## src/rtl/ece429_writeback.sv

```systemverilog
// ece429_writeback: MEM/WB pipeline register, load formatting, register-file
// write port, WB bypass, retired-instruction counter and halt control.
// Data buses are big-endian: bit 0 is the MSB, byte k sits at [8k:8k+7].
module ece429_writeback (
  input  logic        clock,
  input  logic        reset,
  input  logic        mem_valid,
  input  logic [0:4]  mem_rd,
  input  logic        mem_rwe,
  input  logic        mem_is_load,
  input  logic [0:1]  mem_load_size,
  input  logic        mem_load_unsigned,
  input  logic [0:1]  mem_addr_lo,
  input  logic [0:31] mem_alu_result,
  input  logic [0:31] mem_load_data,
  input  logic        mem_halt,
  input  logic        wb_stall,
  output logic        mem_ready,
  output logic [0:4]  rdOut,
  output logic [0:31] rd_dataOut,
  output logic        rweOut,
  output logic        fwd_valid,
  output logic [0:4]  fwd_rd,
  output logic [0:31] fwd_data,
  output logic        halted,
  output logic        misalign_err,
  output logic [0:31] retired
);

  typedef enum logic {
    RUN    = 1'b0,
    HALTED = 1'b1
  } wbStateT;

  wbStateT     state;
  wbStateT     nextState;

  // MEM/WB pipeline register
  logic        wbValid;
  logic [0:4]  wbRd;
  logic        wbRwe;
  logic        wbHalt;
  logic [0:31] wbData;

  logic        misalignFlag;
  logic [0:31] retiredCount;

  // Formatted capture values
  logic [0:7]  loadByte;
  logic [0:15] loadHalf;
  logic [0:31] loadValue;
  logic        loadMisaligned;
  logic        capMisaligned;
  logic [0:31] capData;

  logic        haltPending;
  logic        inRun;
  logic        retireNow;
  logic        writeQual;

  // Load formatting and alignment check on the incoming MEM result.
  // NOTE: every signal written here gets a default first so no latch is inferred.
  always_comb begin
    loadByte       = mem_load_data[0:7];
    loadHalf       = mem_load_data[0:15];
    loadValue      = mem_load_data;
    loadMisaligned = 1'b0;
    case (mem_addr_lo)
      2'd0:    loadByte = mem_load_data[0:7];
      2'd1:    loadByte = mem_load_data[8:15];
      2'd2:    loadByte = mem_load_data[16:23];
      default: loadByte = mem_load_data[24:31];
    endcase
    // Half selection follows address bit 1, which is addr_lo[0] in this bit order.
    if (mem_addr_lo[0]) begin
      loadHalf = mem_load_data[16:31];
    end
    case (mem_load_size)
      2'b00: begin
        loadValue = {{24{!mem_load_unsigned && loadByte[0]}}, loadByte};
      end
      2'b01: begin
        loadValue      = {{16{!mem_load_unsigned && loadHalf[0]}}, loadHalf};
        loadMisaligned = mem_addr_lo[1];
      end
      default: begin
        loadValue      = mem_load_data;
        loadMisaligned = (mem_addr_lo != 2'b00);
      end
    endcase
  end

  assign capMisaligned = mem_valid && mem_is_load && loadMisaligned;
  assign capData       = mem_is_load ? loadValue : mem_alu_result;

  assign inRun       = (state == RUN);
  assign haltPending = wbValid && wbHalt;
  assign mem_ready   = inRun && !wb_stall && !haltPending;
  assign retireNow   = wbValid && !wb_stall && inRun;

  // Next-state logic: a retiring halt entry (halt or misaligned load) stops the pipe.
  always_comb begin
    nextState = state;
    if (inRun && retireNow && wbHalt) begin
      nextState = HALTED;
    end
  end

  // State register; only reset leaves HALTED.
  // NOTE: sequential state uses non-blocking assignments so every flop samples pre-edge values.
  always_ff @(posedge clock) begin
    if (reset) begin
      state <= RUN;
    end else begin
      state <= nextState;
    end
  end

  // MEM/WB register: reset and retiring halts clear it, a stall holds it,
  // otherwise it captures the MEM stage (a bubble when nothing is offered).
  always_ff @(posedge clock) begin
    if (reset) begin
      wbValid <= 1'b0;
      wbRd    <= '0;
      wbRwe   <= 1'b0;
      wbHalt  <= 1'b0;
      wbData  <= '0;
    end else if (wb_stall) begin
      wbValid <= wbValid;
    end else if (mem_ready) begin
      wbValid <= mem_valid;
      wbRd    <= mem_rd;
      wbRwe   <= mem_rwe && !capMisaligned;
      wbHalt  <= mem_halt || capMisaligned;
      wbData  <= capData;
    end else begin
      wbValid <= 1'b0;
      wbRd    <= '0;
      wbRwe   <= 1'b0;
      wbHalt  <= 1'b0;
      wbData  <= '0;
    end
  end

  // Sticky misalignment flag, set when a misaligned load is captured.
  always_ff @(posedge clock) begin
    if (reset) begin
      misalignFlag <= 1'b0;
    end else if (mem_ready && capMisaligned) begin
      misalignFlag <= 1'b1;
    end
  end

  // Retired-instruction counter; wraps naturally at 32 bits.
  always_ff @(posedge clock) begin
    if (reset) begin
      retiredCount <= '0;
    end else if (retireNow) begin
      retiredCount <= retiredCount + 32'd1;
    end
  end

  // Write port and bypass share one qualification; r0 is never written.
  assign writeQual    = wbValid && wbRwe && (wbRd != 5'd0) && inRun;
  assign rdOut        = wbRd;
  assign rd_dataOut   = wbData;
  assign rweOut       = writeQual;
  assign fwd_valid    = writeQual;
  assign fwd_rd       = wbRd;
  assign fwd_data     = wbData;
  assign halted       = (state == HALTED);
  assign misalign_err = misalignFlag;
  assign retired      = retiredCount;

endmodule

```

## config.mk

```make
export PLATFORM = sky130hd
export DESIGN_NAME = ece429_writeback
export DESIGN_NICKNAME = d
export VERILOG_FILES = /design/src/rtl/ece429_writeback.sv
export SDC_FILE = /design/constraint.sdc
export NUM_CORES = 1
export LEC_CHECK = 0
export ABC_AREA = 0
export BUFFER_PORTS_ARGS = -buffer_cell sky130_fd_sc_hd__buf_2
export CAP_MARGIN = 20
export CELL_PAD_IN_SITES_DETAIL_PLACEMENT = 1
export CELL_PAD_IN_SITES_GLOBAL_PLACEMENT = 1
export CORE_AREA = 2 2 110 155
export DETAILED_ROUTE_END_ITERATION = 8
export DIE_AREA = 0 0 112 157
export HOLD_SLACK_MARGIN = 0.05
export PLACE_DENSITY = 0.66
export SETUP_SLACK_MARGIN = 0.02
export SKIP_LAST_GASP = 1
export SYNTH_ARGS = -nofsm -noshare
export SYNTH_HDL_FRONTEND = slang
export SYNTH_SLANG_ARGS = --single-unit
```

## constraint.sdc

```tcl
create_clock -name clock -period 2.6 [get_ports clock]
set_input_delay 0.52 -clock clock [delete_from_list [all_inputs] [get_ports clock]]
set_output_delay 0.52 -clock clock [all_outputs]
set_load 0.01 [all_outputs]
```

Word level (Yosys, flattened, before mapping)
Cells that the tools add are included.

Flip-flop bits (word level): 74. Input port bits: 81. Logic and storage cells: 48.

$add $sub $neg: 1. Equality and inequality tests: 3. Muxes and demuxes: 10. Bitwise logic cells: 1. Reduce and logical (&&, ||, !) cells: 25.

Operators with widths (number): 32-bit 2-to-1 mux (2); 32-bit one-hot mux with 2 select lines (1); 32-bit by 1-bit adder with 32-bit output (second input constant) (1); 8-bit one-hot mux with 3 select lines (1); 1-bit logical AND (16); 16-bit 2-to-1 mux (1); 5-bit 2-to-1 mux (1); 5-bit nonzero test (1); 2-bit by 1-bit == test with 1-bit output (second input constant) (2); 1-bit zero test (4); 2-bit zero test (2); 1-bit 2-to-1 mux (3); 2-bit == test (second input constant) (1); 1-bit one-hot mux with 2 select lines (1); 2-bit nonzero test (1); 1-bit logical OR (1); 1-bit inverter (1).

Depth between registers and ports, before layout
Gate-level depths: netlist (run 1).

Word-level depth: 6. Gate-level depth with buffers: 8.

Worst setup path after synthesis (run 1)
Ideal clock, no wire load.

Path kind: in2reg. Start: input port wb_stall. End: register retiredCount, in the netlist retired[0]. Setup time: 0.121 ns. Arrival: 1.857 ns. Required time: 2.479 ns. Path slack: 0.622 ns. Stages on the path: 6. Buffers on the path: 2. Path through: nor4bb_1 > buf_2 > nand3_2 > buf_2 > nor4_1 > mux2_2.

Word-level cells in the longest chain between the ends: 3.

Ends and longest elaborated chain: start, declared (line 17) `input logic wb_stall,`; 1-bit zero test (line 99) `assign retireNow = wbValid && !wb_stall && inRun;`; 1-bit logical AND (2 in a row) (line 99); end signal, assigned (line 159) `retiredCount <= retiredCount + 32'd1;`; end, declared (line 46) `logic [0:31] retiredCount;`.

No other way between the ends. A chain may end at the register's enable or synchronous reset.

Worst setup path after layout (run 1)
Start: register wbValid. End: register retiredCount, in the netlist retired[4].

Word-level cells in the longest chain between the ends: 2.

Ends and longest elaborated chain: start, declared (line 39) `logic wbValid;`; start signal, assigned (line 129) `wbValid <= wbValid;`; start signal, assigned (line 131) `wbValid <= mem_valid;`; 1-bit logical AND (2 in a row) (line 99).

No other way between the ends.

==> impl_metrics.py, run 1 <==
metrics = {
    "pwr": {
        "p_seq_share_pct": 41.9,
        "p_sw_share_pct": 26.7,
        "comb_power_share_pct": 15.3,
        "p_leak_nw": 2.31,
        "p_int_w": 0.00215,
        "switchingPower_w": 0.000782,
        "p_per_area_nw_per_um2": 568,
        "peakVddDrop_uv": 318,
        "clockPowerShare_pct": 42.8,
    },
    "floorplan": {
        "coreArea_um2": 16100,
        "chipHeight_um": 157,
        "dieArea_um2": 17600,
        "io_pins": 192,
        "die_w_um": 112,
        "start_util_pct": 24.8,
        "rows": 55,
    },
    "timing": {
        "timing.final.crit_share_pct": 81.4,
        "finClkSkew_ps": 8.65,
        "fin_crit_ps": 2120,
        "hold_violations": 0,
        "rsz0062_at_grt": "false",
        "worst_slew_pin_slew_ps": 573,
        "slew_violations": 0,
        "setup_tns_ps": 0,
        "fmax_mhz": 473,
        "relSlewSlack_pct": 61.7,
        "setup_violations": 0,
    },
    "global_routing": {
        "track_usage_pct": 15.9,
        "antenna_found_initial": 0,
        "grt_pass1_vias": 4233,
        "grt_pass1_wl_um": 22300,
        "grt_max_degree": 46,
        "grt-ovfl-total": 0,
    },
    "detailed_routing": {
        "drtAntennaViolNets": 0,
        "wl_per_cell_um": 17.5,
        "dr_total_vias": 4209,
        "post_drt_via_cell_ratio": 5.15,
        "wl_um": 14300,
        "first_iter_violations": 183,
        "firstDrtPassIters": 4,
        "route.detailed.drc": 0,
    },
    "critical_path": {
        "crit_required_ps": 2820,
        "criticalPathCategory": "flop to flop",
        "path_max_fanout": 16,
        "crit_path_start_kind": "flop",
        "cp.arrival_ps": 2340,
        "worstRegToRegCells": 5,
        "end_kind": "flop",
    },
    "place": {
        "port_buffers": 191,
        "gp_congestion": 0.805,
        "hpwl_um": 11000,
        "place_area_um2": 4860,
    },
    "layout": {
        "diodes": 0,
        "mostFrequentLayoutCells": "191 x buf_2, 74 x dfxtp_1, 43 x o21ai_0",
        "drive_gt1_share_pct": 38.3,
        "syn2layout_area_growth_pct": 29.3,
        "final_common_cell": "buf_2",
        "fillCellCount": 2005,
        "final_core_util_pct": 32.0,
        "final_cell_area_um2": 5160,
        "nets": 695,
    },
    "yosys": {
        "ys_ff_latch": 74,
        "seq_area_frac_synth_pct": 37.1,
        "synth_edf_count": 0,
        "syn_inst": 469,
        "ys.warnings.count": 0,
        "synth.distinct_cells": 52,
        "synth_top_flop_cell": "dfxtp_1",
        "syn_area_um2": 3990,
        "syn_nets": 551,
        "synthArstFlopShare_pct": 0,
        "avgSynthCellArea_um2": 8.51,
    },
    "outcome": {
        "status": "finished clean",
    },
    "clock_tree": {
        "worstSkewPairLatency_ps": 330,
        "cts_tree": "built",
        "cts_max_level": 3,
        "post_cts_buffers": 0,
        "cts_made_buffers": 9,
        "path_clk_slew_ps": 60,
        "clockBufferDepth": 2,
        "cts.sinks": 74,
        "root_buffer": "clkbuf_16",
        "holdBufCountCts": 0,
        "ctsResizeCount": 0,
    },
    "min_path": {
        "hp-class": "input port to flop",
        "hold_depth": 3,
    },
    "flow_run": {
        "drv_cap": 0,
    },
}
-- flip-flops by register name (all words and copies together) (netlist names) --
name / cells
fwd_data: 32
fwd_rd: 5
halted: 1
misalign_err: 1
retired: 32
wbHalt: 1
wbRwe: 1
wbValid: 1
-- cells in the mapped netlist (4+ instances only) --
master,count,share of area (%)
a32oi_1,6,1.3
o21ai_0,43,5.4
o31ai_1,15,2.8
clkbuf_1,23,2.2
a31oi_1,7,1.1
buf_2,4,0.50
dfxtp_1,74,37
a22oi_1,38,7.1
inv_1,9,0.85
nor2_1,31,2.9
xor2_1,8,1.8
nor2b_1,4,0.63
o22ai_1,16,2.5
o211a_1,7,1.8
buf_4,41,7.7
mux2_2,9,2.5
or4_1,15,2.8
or3_1,5,0.78
and4_1,5,1.1
nand3_1,8,1.0
a21o_1,6,1.1
nand4_1,9,1.4
a21oi_1,21,2.6
nand2_1,27,2.5
-- logic make-up (layout without fill, tap and decap cells) --
kind of cell               after synthesis  in the layout  share of synthesized area (%)
DFF                                     74             74                           37.1
buffers and inverters                   80            229                           11.7
xor gates and xnor gates                11             11                           2.41
and+or+nand+nor                        121            121                           16.3
muxes                                   13             13                           3.86
adders and majority gates                1              1                          0.313
AOI/OAI and AO/OA                      169            169                           28.2
-- stage by stage --
stage	hold WS, ps	instances	setup WS, ps	total power [W]
final	408	817	484	0.00293
after global routing	409	817	271	0.00308
after CTS	389	817	441	0.00299
after detailed placement	461	801	156	0.00170
after global placement	451	801	248	0.00169
after floorplan	456	469	622	0.00152
-- final cells by class --
type	instances	area (um2)	share of cell area, %
timing repair buffer	204	1050	20.4
clock inverter	4	51.3	0.994
sequential	74	1480	28.7
clock buffer	12	246	4.78
multi-input combinational	315	2040	39.6
tap	199	249	4.83
inverter	9	33.8	0.655
-- power groups by stage --
stage | combinational, W | sequential, W | clock [W]
floorplan | 0.000259 | 0.00127 | 0
global placement | 0.000443 | 0.00125 | 0
detailed placement | 0.000451 | 0.00125 | 0
CTS | 0.000453 | 0.00123 | 0.00131
global route | 0.000491 | 0.00123 | 0.00135
finish | 0.000448 | 0.00123 | 0.00126
-- critical path: stages (launching register included) --
cell and delay (ps):
dfxtp_1 490, nor4bb_1 250, buf_4 200, nand3_2 260, nor4_1 430, mux2_2 370
-- metal layers --
metal	part of all wire [%]	global-route usage [%]
met5	0	0
met4	1.8	4.82
met3	5.9	4.20
met2	53	30.7
met1	39	16.8
-- final timing paths --
kind | from | endpoint | slack [ps]
worst min-delay path | mem_alu_result[23] | fwd_data[23] | 410
worst min register to register | fwd_data[29] | fwd_data[29] | 470
worst max-delay path | wbValid | retired[4] | 480
worst max register to register | wbValid | retired[4] | 480
No activity file was read; power rests on OpenSTA's default activity.
==> run 2: changes to the inputs <==
--- a/config.mk
+++ b/config.mk
@@ -14,7 +14,7 @@
 export DETAILED_ROUTE_END_ITERATION = 8
 export DIE_AREA = 0 0 112 157
 export HOLD_SLACK_MARGIN = 0.05
-export PLACE_DENSITY = 0.66
+export PLACE_DENSITY = 0.69
 export SETUP_SLACK_MARGIN = 0.02
 export SKIP_LAST_GASP = 1
 export SYNTH_ARGS = -nofsm -noshare
==> constraint.sdc (replaced) <==
create_clock -name clock -period 1.88 [get_ports clock]
set_input_delay 0.376 -clock clock [delete_from_list [all_inputs] [get_ports clock]]
set_output_delay 0.376 -clock clock [all_outputs]
set_load 0.01 [all_outputs]
==> impl_metrics.py, run 2 (synthesized netlist as in run 1, its figures left out) <==
metrics = {
    "outcome": {
        "status": "finished clean",
    },
    "clock_tree": {
        "cts_made_buffers": 9,
        "worstSkewPairLatency_ps": 350,
        "cts_max_level": 3,
        "cts_tree": "built",
        "clockBufferDepth": 2,
        "cts.sinks": 74,
        "path_clk_slew_ps": 60,
        "root_buffer": "clkbuf_16",
        "holdBufCountCts": 0,
    },
    "timing": {
        "fin_crit_ps": 1850,
        "fmax_mhz": 540,
        "setup_violations": 0,
        "rsz0062_at_grt": "true",
        "layout_setup_ws_ps": 29.2,
        "slew_violations": 0,
        "timing.final.crit_share_pct": 98.4,
        "hold_violations": 0,
        "worst_slew_pin_slew_ps": 732,
        "hold_ws_ps": 256,
        "relSlewSlack_pct": 50.8,
        "finClkSkew_ps": 13.3,
    },
    "pwr": {
        "p_leak_nw": 2.61,
        "p_per_area_nw_per_um2": 760,
        "peakVddDrop_uv": 325,
        "power_w": 0.00433,
    },
    "floorplan": {
        "die_w_um": 112,
        "rows": 55,
        "io_pins": 192,
        "chipHeight_um": 157,
        "dieArea_um2": 17600,
        "start_util_pct": 24.8,
        "coreArea_um2": 16100,
    },
    "detailed_routing": {
        "wl_um": 15600,
        "wl_per_cell_um": 18.1,
        "route.detailed.drc": 0,
        "first_iter_violations": 194,
        "firstDrtPassIters": 4,
        "post_drt_via_cell_ratio": 5.21,
        "drtAntennaViolNets": 0,
        "dr_total_vias": 4488,
    },
    "critical_path": {
        "cpLargestDelayFamily": "simple AND/OR/NAND/NOR gates",
        "crit_path_start_kind": "flop",
        "crit_required_ps": 1500,
        "crit_path_top_delay_cell": "or4_4",
        "path_max_fanout": 2,
        "cp_cell_sequence": "or4_4 > nor2_4 > nor3_2 > buf_2",
        "cpPeakStageDelay_ps": 540,
        "critPathBufInv": 1,
        "end_kind": "output pin",
        "criticalPathCategory": "flop to output pin",
        "worstSetupPathDepth": 4,
        "worstRegToRegCells": 6,
        "cp.arrival_ps": 1470,
    },
    "place": {
        "preCtsSetupSlack_ps": -255,
        "hpwl_um": 11900,
        "port_buffers": 191,
        "gp_congestion": 0.867,
    },
    "global_routing": {
        "antenna_found_initial": 0,
        "grt_max_degree": 46,
        "grt_pass1_vias": 4710,
        "grt_pass1_wl_um": 24100,
        "grt-ovfl-total": 0,
        "track_usage_pct": 17.1,
    },
    "min_path": {
        "hp-class": "input port to flop",
        "hold_depth": 3,
    },
    "layout": {
        "final_common_cell": "buf_2",
        "fillCellCount": 1987,
        "diodes": 0,
        "syn2layout_area_growth_pct": 42.7,
        "final_core_util_pct": 35.4,
        "drive_gt1_share_pct": 45.0,
        "nets": 739,
        "mostFrequentLayoutCells": "191 x buf_2, 69 x dfxtp_1, 51 x buf_4",
    },
    "flow_run": {
        "drv_cap": 0,
    },
}
## run 2: changes by cell type in the layout (fill, tap and decap cells not counted), moves of 2 or more
cell	before	now
buf_4	13	51
inv_6	0	3
dfxtp_1	74	69
nor4_4	0	3
buf_12	0	4
nand3_4	0	3
clkbuf_1	2	0
nor4_1	2	0
dfxtp_2	0	5
## run 2: report_power, final
part	switching [W]	internal, W	total (W)
Sequential	0.0000551	0.00164	0.00169
Combinational	0.000371	0.000312	0.000683
Clock	0.000738	0.00122	0.00195
## run 2: metal layers
layer | wire length (um) | GRT usage, % | vias to the layer above
li1 | - | - | 2116
met1 | 5680 | 17.0 | 2132
met2 | 8180 | 32.7 | 205
met3 | 1080 | 4.62 | 35
met4 | 663 | 8.42 | 0
met5 | 0 | 0 | -
## run 2: worst paths after layout
| kind | slack [ps] | from | end |
|---|---|---|---|
| worst min register to register | 470 | fwd_data[28] | fwd_data[28] |
| worst max register to register | 40 | retired[29] | retired[13] |
| worst min-delay path | 260 | mem_alu_result[22] | fwd_data[22] |
| worst max-delay path | 30 | fwd_rd[1] | fwd_valid |
## run 2: through the flow
stage / area (um2) / instances / setup TNS, ps
after global routing: 5690 / 861 / -1000
after detailed placement: 5150 / 832 / -5590
after CTS: 5570 / 854 / -53.4
final: 5690 / 861 / 0
after floorplan: 3990 / 469 / 0
after global placement: 5150 / 832 / -2910
## run 2: tightest hold or removal path: cells and delay by family
family          cells  cell delay, ps
compound gates      2             120
buf+inv             1              80
## run 2: area by class of cell
cell class | instances | area (um2) | share of cell area (%)
clock inverters | 6 | 95.1 | 1.67
well taps | 199 | 249 | 4.37
flip-flops and latches | 74 | 1490 | 26.1
clock buffers | 10 | 239 | 4.20
inverters | 9 | 33.8 | 0.593
repair buffers | 246 | 1420 | 24.9
multi-input cells | 317 | 2170 | 38.1
## run 2: repair_timing
item                       in CTS  in global routing
pin swaps                       3                  1
resized for setup               9                 13
buffers inserted                6                  5
gates cloned                    0                  2
setup endpoints to repair      37                 18
